$ cat config.mk
export PLATFORM = sky130hd
export DESIGN_NAME = trng_sampler
export DESIGN_NICKNAME = d
export VERILOG_FILES = /design/src/rtl/trng_sampler.sv
export SDC_FILE = /design/constraint.sdc
export NUM_CORES = 1
export LEC_CHECK = 0
export BUFFER_PORTS_ARGS = -buffer_cell sky130_fd_sc_hd__buf_2
export CORE_UTILIZATION = 53
export DETAILED_ROUTE_END_ITERATION = 12
export GPL_ROUTABILITY_DRIVEN = 0
export PLACE_DENSITY = 0.76
export REMOVE_ABC_BUFFERS = 1
export SLEW_MARGIN = 30
export SYNTH_ARGS = -nofsm -noshare
export SYNTH_HDL_FRONTEND = slang
export SYNTH_SLANG_ARGS = --single-unit
$ cat constraint.sdc
create_clock -name clk -period 2.34 [get_ports clk]
set_input_delay 0.234 -clock clk [delete_from_list [all_inputs] [get_ports clk]]
set_output_delay 0.234 -clock clk [all_outputs]
set_load 0.02 [all_outputs]
$ cat src/rtl/trng_sampler.sv
// trng_sampler: synchronizes the raw RS-latch entropy bit, samples it at a
// programmable rate, runs a repetition-count health test and von Neumann
// debiasing, and packs the debiased bits into WIDTH-bit words offered over
// a valid/ready interface.
module trng_sampler #(
    parameter int WIDTH       = 8,
    parameter int SYNC_STAGES = 2,
    parameter int DIV_W       = 8,
    parameter int REP_LIMIT   = 32
) (
    input  logic             clk,
    input  logic             rst_n,
    input  logic             en,
    input  logic             raw_in,
    input  logic [DIV_W-1:0] sample_div,
    input  logic             vn_bypass,
    output logic             rd_valid,
    input  logic             rd_ready,
    output logic [WIDTH-1:0] rd_data,
    output logic             fault
);

    localparam int BCNT_W = $clog2(WIDTH + 1);
    localparam int REP_W  = $clog2(REP_LIMIT + 1);
    localparam logic [BCNT_W-1:0] BCNT_FULL = BCNT_W'(WIDTH);
    localparam logic [REP_W-1:0]  REP_MAX   = REP_W'(REP_LIMIT);

    typedef enum logic [1:0] {
        IDLE,
        COLLECT,
        FULL,
        FAULT
    } state_t;

    state_t                 state;
    logic [SYNC_STAGES-1:0] sync;
    logic                   s_bit;
    logic [DIV_W-1:0]       div_cnt;
    logic                   tick;
    logic                   prev_bit;
    logic [REP_W-1:0]       rep_cnt;
    logic [REP_W-1:0]       rep_next;
    logic                   rep_hit;
    logic                   pend;
    logic                   a_bit;
    logic                   emit;
    logic                   emit_bit;
    logic [WIDTH-1:0]       acc;
    logic [BCNT_W-1:0]      bcnt;

    assign s_bit = sync[SYNC_STAGES-1];

    // Metastability synchronizer for the asynchronous entropy bit; always runs.
    always_ff @(posedge clk or negedge rst_n) begin
        if (!rst_n) begin
            sync <= '0;
        end else begin
            sync <= {sync[SYNC_STAGES-2:0], raw_in};
        end
    end

    // Sample strobe, health-test next count and von Neumann bit extraction.
    always_comb begin
        tick     = en && (state != IDLE) && (div_cnt == sample_div);
        rep_next = REP_W'(1);
        if ((rep_cnt != '0) && (s_bit == prev_bit)) begin
            rep_next = (rep_cnt == REP_MAX) ? rep_cnt : rep_cnt + REP_W'(1);
        end
        rep_hit  = tick && (rep_next == REP_MAX);
        emit     = 1'b0;
        emit_bit = s_bit;
        if (tick) begin
            if (vn_bypass) begin
                emit = 1'b1;
            end else if (pend) begin
                emit     = (a_bit != s_bit);
                emit_bit = a_bit;
            end
        end
    end

    // Control FSM with divider, health test, debias pairing, accumulator and
    // output register; priority is en=0, then fault, then transfer, then accept.
    always_ff @(posedge clk or negedge rst_n) begin
        if (!rst_n) begin
            state    <= IDLE;
            div_cnt  <= '0;
            prev_bit <= 1'b0;
            rep_cnt  <= '0;
            fault    <= 1'b0;
            pend     <= 1'b0;
            a_bit    <= 1'b0;
            acc      <= '0;
            bcnt     <= '0;
            rd_valid <= 1'b0;
            rd_data  <= '0;
        end else if (!en) begin
            state    <= IDLE;
            div_cnt  <= '0;
            prev_bit <= 1'b0;
            rep_cnt  <= '0;
            fault    <= 1'b0;
            pend     <= 1'b0;
            a_bit    <= 1'b0;
            acc      <= '0;
            bcnt     <= '0;
            if (rd_valid && rd_ready) begin
                rd_valid <= 1'b0;
            end
        end else begin
            if (state != IDLE) begin
                div_cnt <= tick ? '0 : div_cnt + DIV_W'(1);
            end

            if (tick) begin
                prev_bit <= s_bit;
                rep_cnt  <= rep_next;
                if (rep_hit) begin
                    fault <= 1'b1;
                end
                if (vn_bypass) begin
                    pend <= 1'b0;
                end else begin
                    pend <= ~pend;
                    if (!pend) begin
                        a_bit <= s_bit;
                    end
                end
            end

            // A load in FULL below overrides this clear in the same cycle.
            if (rd_valid && rd_ready) begin
                rd_valid <= 1'b0;
            end

            case (state)
                IDLE: begin
                    state <= COLLECT;
                end
                COLLECT: begin
                    if (rep_hit) begin
                        state <= FAULT;
                        acc   <= '0;
                        bcnt  <= '0;
                    end else if (emit && (bcnt < BCNT_FULL)) begin
                        acc  <= {acc[WIDTH-2:0], emit_bit};
                        bcnt <= bcnt + BCNT_W'(1);
                        if (bcnt == BCNT_FULL - BCNT_W'(1)) begin
                            state <= FULL;
                        end
                    end
                end
                FULL: begin
                    if (rep_hit) begin
                        state <= FAULT;
                        acc   <= '0;
                        bcnt  <= '0;
                    end else if (!rd_valid || rd_ready) begin
                        rd_data  <= acc;
                        rd_valid <= 1'b1;
                        bcnt     <= '0;
                        state    <= COLLECT;
                    end
                end
                FAULT: begin
                    acc  <= '0;
                    bcnt <= '0;
                end
                default: begin
                    state <= IDLE;
                end
            endcase
        end
    end

endmodule
---- Yosys cells after proc, flatten, opt, wreduce, memory -nomap -nowiden ----
Index checks and enable logic that the tools add are counted.
storage, ports and cells
  word-level logic and storage cells ...... 101
  latch bits .............................. 0
  memories ................................ 0
  input port bits ......................... 14
  bits in read-only memories .............. 0
  bits in registers ....................... 43
  output and inout port bits .............. 10
  bits in writable memories ............... 0
cells by class
  bitwise gates (word level) .............. 2
  eq/ne operators ......................... 19
  div/mod/pow operators ................... 0
  muxes and demuxes ....................... 47
  shift-type cells ........................ 0
  reductions and logical operators ........ 17
  order comparisons ....................... 1
  $mul .................................... 0
  add/sub/neg operators ................... 3
operators with widths
  kind                                                             count
  8-bit 2-to-1 mux                                                 7
  6-bit 2-to-1 mux                                                 4
  8-bit one-hot mux with 3 select lines                            1
  1-bit 2-to-1 mux                                                 22
  4-bit 2-to-1 mux                                                 5
  6-bit == test, second input constant                             2
  2-bit 2-to-1 mux                                                 6
  4-bit != test, second input constant                             3
  4-bit one-hot mux with 3 select lines                            1
  8-bit by 1-bit adder with 8-bit output, second input constant    1
  8-bit == test                                                    1
  4-bit by 1-bit != test with 1-bit output, second input constant  2
  4-bit AND reduction                                              2
  6-bit by 1-bit adder with 6-bit output, second input constant    1
  1-bit logical AND                                                6
  2-bit by 1-bit != test with 1-bit output, second input constant  3
  2-bit one-hot mux with 3 select lines                            1
  3-bit AND reduction                                              2
  6-bit nonzero test                                               1
  4-bit by 1-bit adder with 4-bit output, second input constant    1
  2-bit == test, second input constant                             2
  4-bit by 3-bit == test with 1-bit output, second input constant  1
  4-bit less-than comparator, second input constant                1
  2-bit AND reduction                                              2
  other kinds (10)                                                 11

---- Longest topological paths before layout ----
Gate-level depths: netlist of the first run.
  depth in word-level cells ............... 9
  depth in mapped cells ................... 10
  gate-level depth less buffers ........... 8

---- Worst setup path after synthesis of the first run ----
OpenSTA, ideal clock, no wires.
  path type ............................... reg-to-reg
  start ................................... register state[0]
  end ..................................... register rd_data[0]
  cell stages (with the launch flop) ...... 10
  setup time .............................. 0.125 ns
  arrival time ............................ 2.338 ns
  clock period less this slack ............ 2.462 ns
  slack ................................... -0.122 ns
  path buffers ............................ 1
  data required time ...................... 2.215 ns
  cell sequence ........................... dfrtp_1 > inv_1 > ha_1 > clkbuf_1 > nor2b_1 > and4_1 > and4_1 > and3_4 > nor4b_4 > mux2_2
on the way
  cells in the longest elaborated chain, start to end .. 6
ends and longest elaborated chain
  what                             line  RTL
  start, declared                  35    state_t state;
  start signal, assigned           86    state <= IDLE;
  start signal, assigned           98    state <= IDLE;
  start signal, assigned           138   state <= COLLECT;
  2-bit nonzero test               64    tick = en && (state != IDLE) && (div_cnt == sample_div);
  1-bit logical AND (2 in a row)   64
  1-bit logical AND                69    rep_hit = tick && (rep_next == REP_MAX);
  1-bit NOT (no line)              n/a
  4-bit AND reduction (no line) *  n/a
  end signal, assigned             96    rd_data <= '0;
  end signal, assigned             159   rd_data <= acc;
  end, declared                    19    output logic [WIDTH-1:0] rd_data,
Mark *: on every way between the ends. The rest lies on a longest branch, timed or not.
A chain may end at the register's enable or synchronous reset.

---- Worst setup path after layout of the first run ----
  start ................................... register rep_cnt[4]
  end ..................................... register rd_data[5]
on the way
  cells in the longest elaborated chain, start to end .. 7
ends and longest elaborated chain
  what                                                            line    RTL
  start, declared                                                 41      logic [REP_W-1:0] rep_cnt;
  start signal, assigned                                          117     rep_cnt <= rep_next;
  6-bit by 1-bit adder with 6-bit output (tied with other cells)  67      rep_next = (rep_cnt == REP_MAX) ? rep_cnt : rep_cnt + REP_W'(1);
  6-bit 2-to-1 mux / 1-bit logical AND (equally long branches)    67, 66
  6-bit 2-to-1 mux *                                              66      if ((rep_cnt != '0) && (s_bit == prev_bit)) begin
  6-bit == test *                                                 69
  1-bit logical AND *                                             69
  1-bit NOT (no line) *                                           n/a
  4-bit AND reduction (no line) *                                 n/a
Marked as above.

==> impl_metrics.json, run 1 <==
{
  "firstDrtPassIters": 4,
  "grt_max_degree": 44,
  "detailedPlacementHpwl_um": 3730,
  "final.setup.worst_slack_ns": -0.0262,
  "cts_buffer_depth": 2,
  "fin_skew_ns": 0.0106,
  "cts_made_buffers": 5,
  "maxSlewHeadroom_pct": 58.4,
  "cp-endpoint": "rd_data[5]",
  "antenna_left": 0,
  "cp-startpoint": "rep_cnt[4]",
  "path_clk_slew_ns": 0.09,
  "cp.required_ns": 2.54,
  "synth.yosys.seq_area_share_pct": 45.2,
  "start_util_pct": 55.1,
  "core.rowCount": 24,
  "grt_pass1_wl_um": 9060,
  "whs_ns": 0.0359,
  "postSynthCellCount": 224,
  "synth_flop_cell": "dfrtp_1",
  "ys_warn_count": 0,
  "final_cell_area_mm2": 0.00294,
  "final_common_cell": "dfrtp_1",
  "fmax_ghz": 0.423,
  "arrival_ns": 2.56,
  "final_hold_viol_count": 0,
  "finalSetupViolations": 10,
  "viasPerCell": 5.90,
  "cts_root_buf": "clkbuf_8",
  "grt-ovfl-total": 0,
  "synth-seq-cells": 43,
  "drt-total-wl_um": 5190,
  "grt_util_met1_pct": 31.6,
  "end_kind": "register",
  "die_w_um": 69.0,
  "slew_violations": 0,
  "wl_per_cell_um": 15.6,
  "hp-class": "in2reg",
  "path_class": "reg2reg",
  "io_buffer_count": 23,
  "via_count": 1959,
  "clock-sinks": 43,
  "synth.avg_cell_area_um2": 10.6,
  "grt_pass1_vias": 1970,
  "core-area_mm2": 0.00432,
  "synth_edf_count": 0,
  "failed_checks": "setup timing",
  "cp_max_fo": 8,
  "critPathLaunchType": "register",
  "cts_tree": "built",
  "synthArstFlopShare_pct": 100,
  "grt_usage_pct": 23.9,
  "grt-busiest-layer": "met2",
  "diodes": 0,
  "reg2reg_from": "rep_cnt[4]",
  "vdd_drop_max_mv": 0.508,
  "ios": 24,
  "die-area_mm2": 0.00477,
  "netlist_area_mm2": 0.00238,
  "drive_gt1_share_pct": 32.1,
  "cts.htree.levels": 2,
  "nets": 301,
  "rsz0062_at_grt": "yes",
  "cap_violations": 0,
  "period_share_pct": 101,
  "worstReg2RegEnd": "rd_data[5]",
  "grt_antenna_before_repair": 0,
  "min_period_ns": 2.37,
  "fin_util_pct": 67.9,
  "synth_cell_types": 49,
  "grt_use_met3_pct": 4.24,
  "drtIter0Drc": 107,
  "grt_use_met2_pct": 38.0,
  "clk_latency_ns": 0.31,
  "mostFrequentLayoutCells": "dfrtp_1 (42), buf_4 (32), buf_2 (22)",
  "p_leak_uw": 0.00139,
  "status": "complete, but fails checks",
  "die_height_um": 69.0,
  "r2r_slack_ns": -0.03,
  "post_dp_cell_area_mm2": 0.00274,
  "p_per_area_mw_per_mm2": 663,
  "worstMarginPinSlew_ns": 0.624,
  "n_fill_cell": 333,
  "r2r_cells": 8,
  "drc": 0,
  "syn2layout_area_growth_pct": 23.3
}
## how the worst min path moves through the flow
| stage | start | to | slack, ns | depth (start not counted) |
|---|---|---|---|---|
| floorplan | rst_n | a_bit | -0.06 | 0 |
| global placement | sync[0] | sync[1] | 0.33 | 0 |
| CTS | raw_in | sync[0] | 0.03 | 1 |
| global route | raw_in | sync[0] | 0.03 | 1 |
| finish | raw_in | sync[0] | 0.04 | 1 |
| detailed placement | sync[0] | sync[1] | 0.34 | 0 |
## layout make-up
type	instances	area [µm²]	area share, %
multi-input combinational	162	1280	43.6
sequential	43	1080	36.7
timing repair buffer	57	383	13.0
clock buffer	5	68.8	2.34
tap	52	65.1	2.22
inverter	10	37.5	1.28
clock inverter	3	23.8	0.810
## cell usage after synthesis, types with 2 or more instances
| master | instances | share of area (%) |
|---|---|---|
| clkbuf_1 | 7 | 1.1 |
| nor3_1 | 5 | 1.1 |
| and3_1 | 3 | 0.79 |
| nor3b_1 | 2 | 0.63 |
| a211oi_1 | 2 | 0.63 |
| nand4_1 | 10 | 2.6 |
| dfrtp_1 | 43 | 45 |
| a31o_2 | 2 | 0.74 |
| o21a_1 | 2 | 0.63 |
| o21ai_0 | 6 | 1.3 |
| o22ai_1 | 2 | 0.53 |
| nand3b_1 | 2 | 0.63 |
| ha_1 | 8 | 4.2 |
| nor2_1 | 15 | 2.4 |
| or3_1 | 2 | 0.53 |
| nand2b_1 | 2 | 0.53 |
| a22o_1 | 8 | 2.9 |
| nand3_1 | 9 | 1.9 |
| and4_1 | 4 | 1.5 |
| nor4b_4 | 2 | 2.0 |
| a21oi_1 | 6 | 1.3 |
| xnor2_1 | 8 | 2.9 |
| nor2b_1 | 4 | 1.1 |
| mux2_2 | 10 | 4.7 |
| nand2_1 | 12 | 1.9 |
| a21o_1 | 2 | 0.63 |
| a31oi_1 | 2 | 0.53 |
| xor2_1 | 11 | 4.0 |
| inv_1 | 10 | 1.6 |
| mux2i_1 | 4 | 1.7 |
## flip-flops by register name, summed over array words and instances, names as in the netlist
register	cells
pend	1
bcnt	4
state	2
div_cnt	8
fault	1
acc	8
a_bit	1
sync	2
rd_valid	1
rd_data	8
rep_cnt	6
prev_bit	1
## cells by family after synthesis
group           synth area share, %
fa+ha+maj                      4.20
flops                          45.2
simple gates                   19.6
compound gates                 13.8
xor+xnor                       6.99
buf+inv                        3.15
mux                            7.04
## per-layer routing
| metal | vias to the layer above | wire (µm) | share of wire, % |
|---|---|---|---|
| li1 | 942 | - | - |
| met1 | 959 | 2390 | 46 |
| met3 | 10 | 247 | 4.8 |
| met2 | 48 | 2460 | 47 |
| met4 | 0 | 93 | 1.8 |
| met5 | - | 0 | 0 |
## where the power goes
group | switching [µW] | total (µW) | leakage [µW] | internal [µW]
sequential | 47.3 | 850 | 0.000590 | 803
clock | 280 | 494 | 0.0000408 | 214
combinational | 327 | 603 | 0.000758 | 276
total | 654 | 1950 | 0.00139 | 1290
## repair_timing
action | 4_1_cts | 5_1_grt
buffers inserted | 4 | 0
endpoints found under the hold margin | 0 | 43
pin swaps | 5 | 2
hold buffers | 0 | 1
setup endpoints to repair | 19 | 22
gates resized for setup | 9 | 3
## through the flow
| stage | setup WS (ns) | power [µW] | std cells | TNS [ns] |
|---|---|---|---|---|
| finish | -0.0262 | 1950 | 332 | -0.167 |
| detailed placement | -0.140 | 1420 | 319 | -1.43 |
| global placement | -0.0710 | 1400 | 319 | -0.260 |
| floorplan | -0.118 | 1210 | 215 | -0.361 |
| global route | -0.124 | 2050 | 332 | -2.14 |
| CTS | -0.0936 | 1930 | 331 | -0.394 |
## worst max-delay path, stage by stage, from the launching register on
cell       delay, ns
dfrtp_1         0.50
and3_1          0.23
o2111ai_1       0.25
o41ai_2         0.16
buf_4           0.16
and3_4          0.16
nor4b_4         0.27
buf_6           0.17
mux2_2          0.34
No activity file was read; power rests on OpenSTA's default activity.
==> inputs of run 2 (changes only) <==
- CELL_PAD_IN_SITES_DETAIL_PLACEMENT: not set -> 0
- CELL_PAD_IN_SITES_GLOBAL_PLACEMENT: not set -> 1
- CORE_UTILIZATION: 53 -> 42
- PLACE_DENSITY: 0.76 -> not set
- PLACE_DENSITY_LB_ADDON: not set -> 0.1
- REMOVE_ABC_BUFFERS: 1 -> not set
==> run 2 against run 1 <==
- the run now ends clean
- clock power increased by 25%
- combinational power decreased by 3%
- count of clock-buffer cells in the layout is the same
- non-clock buffer count up 1
- first-iteration DRC count is 26% lower
- fmax up 3.8%
- sequential share of layout area is 0.90 points lower
- design area is 2.4% higher
- flip-flop and latch count stayed put
- sequential power barely moved
- largest cell class unchanged
==> impl_metrics.json, run 2 (synthesis results as in run 1) <==
{
  "end_kind": "register",
  "mostFrequentLayoutCells": "dfrtp_1 (43), buf_4 (32), buf_2 (23)",
  "placed_cells": 341,
  "path_buf_inv": 4,
  "cp.required_ns": 2.53,
  "period_share_pct": 97.4,
  "hp-class": "in2reg",
  "die_w_um": 77.3,
  "swShare_pct": 32.2,
  "grt-ovfl-total": 0,
  "grt_pass1_wl_um": 9260,
  "cp_max_fo": 8,
  "cap_violations": 0,
  "top_regs": "acc: 8 flops, div_cnt: 8 flops, rd_data: 8 flops",
  "cts_root_buf": "clkbuf_8",
  "die_height_um": 77.3,
  "diodes": 0,
  "grt_use_met3_pct": 4.05,
  "power_frac_comb_pct": 28.6,
  "slew_violations": 0,
  "drive_gt1_share_pct": 33.5,
  "status": "completed",
  "fmax_ghz": 0.439,
  "ios": 24,
  "antenna_left": 0,
  "maxSlewHeadroom_pct": 58.1,
  "clk_latency_ns": 0.30,
  "final_common_cell": "dfrtp_1",
  "path_class": "reg2reg",
  "die-area_mm2": 0.00598,
  "finalSetupViolations": 0,
  "drt-total-wl_um": 5430,
  "core.rowCount": 27,
  "holdPathStages": 1,
  "whs_ns": 0.0307,
  "grt_antenna_before_repair": 0,
  "firstDrtPassIters": 4,
  "critPathLaunchType": "register",
  "final_hold_viol_count": 0,
  "fin_setup_tns_ns": 0,
  "grt_use_met2_pct": 31.3,
  "rsz0062_at_grt": "yes",
  "p_leak_uw": 0.00141,
  "grt-busiest-layer": "met2",
  "cp_top_family": "buffers and inverters",
  "fin_skew_ns": 0.00555,
  "grt_max_degree": 34,
  "clock-sinks": 43,
  "detailedPlacementHpwl_um": 3940,
  "multi_input_area_mm2": 0.00130,
  "share_clk_of_total_power_pct": 30.1,
  "switching_power_uw": 660,
  "arrival_ns": 2.47,
  "fin_util_pct": 54.9,
  "syn2layout_area_growth_pct": 26.2,
  "crit_cells": 10,
  "grt_usage_pct": 19.9,
  "grt_util_met1_pct": 27.8,
  "path_clk_slew_ns": 0.09,
  "io_buffer_count": 23,
  "critical_path.max_stage_delay_ns": 0.41,
  "final_cells": 353,
  "p_seq_share_pct": 41.4,
  "p_int_uw": 1390,
  "p_per_area_mw_per_mm2": 682,
  "nets": 302,
  "worstMarginPinSlew_ns": 0.624,
  "grt_pass1_vias": 1854,
  "vdd_drop_max_mv": 0.408,
  "viasPerCell": 5.38,
  "start_util_pct": 43.5,
  "drc": 0,
  "min_period_ns": 2.28,
  "cts_tree": "built",
  "core-area_mm2": 0.00547,
  "critPathSlowestCell": "dfrtp_1",
  "cts_buffer_depth": 2,
  "ff_latch_area_mm2": 0.00108,
  "n_fill_cell": 523,
  "via_count": 1899,
  "wl_per_cell_um": 15.4,
  "drtIter0Drc": 79,
  "cts.htree.levels": 2,
  "cts_made_buffers": 5,
  "syn_nets": 246,
  "crit_chain": "buf_6 -> ha_2 -> buf_4 -> o2111ai_1 -> o41ai_2 -> buf_4 -> and3_4 -> nor4b_4 -> buf_6 -> mux2_2",
  "r2r_cells": 10
}
==> run 2: cell count changes in the layout (fill, tap and decap cells not counted), sizes merged <==
cell	previous run	this run
buf	56	57
bufinv	0	1
clkinv	0	1
clkinvlp	2	0
==> run 2: path summary, 6_finish.rpt <==
| path | from | endpoint | slack, ns |
|---|---|---|---|
| setup / recovery | rep_cnt[0] | rd_data[1] | 0.06 |
| hold / removal | raw_in | sync[0] | 0.03 |
| setup reg to reg | rep_cnt[0] | rd_data[1] | 0.06 |
| hold reg to reg | sync[0] | sync[1] | 0.37 |
| max in group asynchronous | rst_n | a_bit | 1.30 |
| min in group asynchronous | rst_n | rep_cnt[5] | 0.33 |
==> run 2: repair_timing <==
item / in CTS / in global routing
setup endpoints to repair: 9 / 20
hold buffers: 1 / 0
buffers inserted: 1 / 2
pin swaps: 0 / 3
resized for setup: 1 / 14
endpoints found under the hold margin: 10 / 0
==> run 2: power by group through the flow <==
| stage | clock network (µW) | registers (µW) | logic (µW) |
|---|---|---|---|
| 2_1_floorplan | 0 | 874 | 341 |
| 3_3_place_gp | 0 | 863 | 554 |
| 3_5_place_dp | 0 | 863 | 557 |
| 4_1_cts | 639 | 849 | 564 |
| 5_1_grt | 659 | 858 | 647 |
| 6_report | 617 | 848 | 586 |
==> run 2: metal layers <==
| layer | vias to the layer above | part of all wire (%) |
|---|---|---|
| met3 | 4 | 2.9 |
| li1 | 938 | - |
| met4 | 0 | 0.87 |
| met5 | - | 0 |
| met1 | 927 | 49 |
| met2 | 30 | 47 |
==> run 2: stage by stage <==
stage	setup WS [ns]	total power, µW	instance area [µm²]
after floorplan	-0.0626	1210	2400
after global placement	-0.0199	1420	2800
after detailed placement	-0.0194	1420	2800
after CTS	0.00860	2050	2930
after global routing	-0.0296	2160	3010
final	0.0602	2050	3010
==> run 2: final cells by class <==
cell class,count,area share [%]
clock buffer,5,2.29
clock inverter,3,1.58
inverter,10,1.25
multi-input combinational,162,43.2
sequential,43,35.8
tap,72,3.00
timing repair buffer,58,12.9
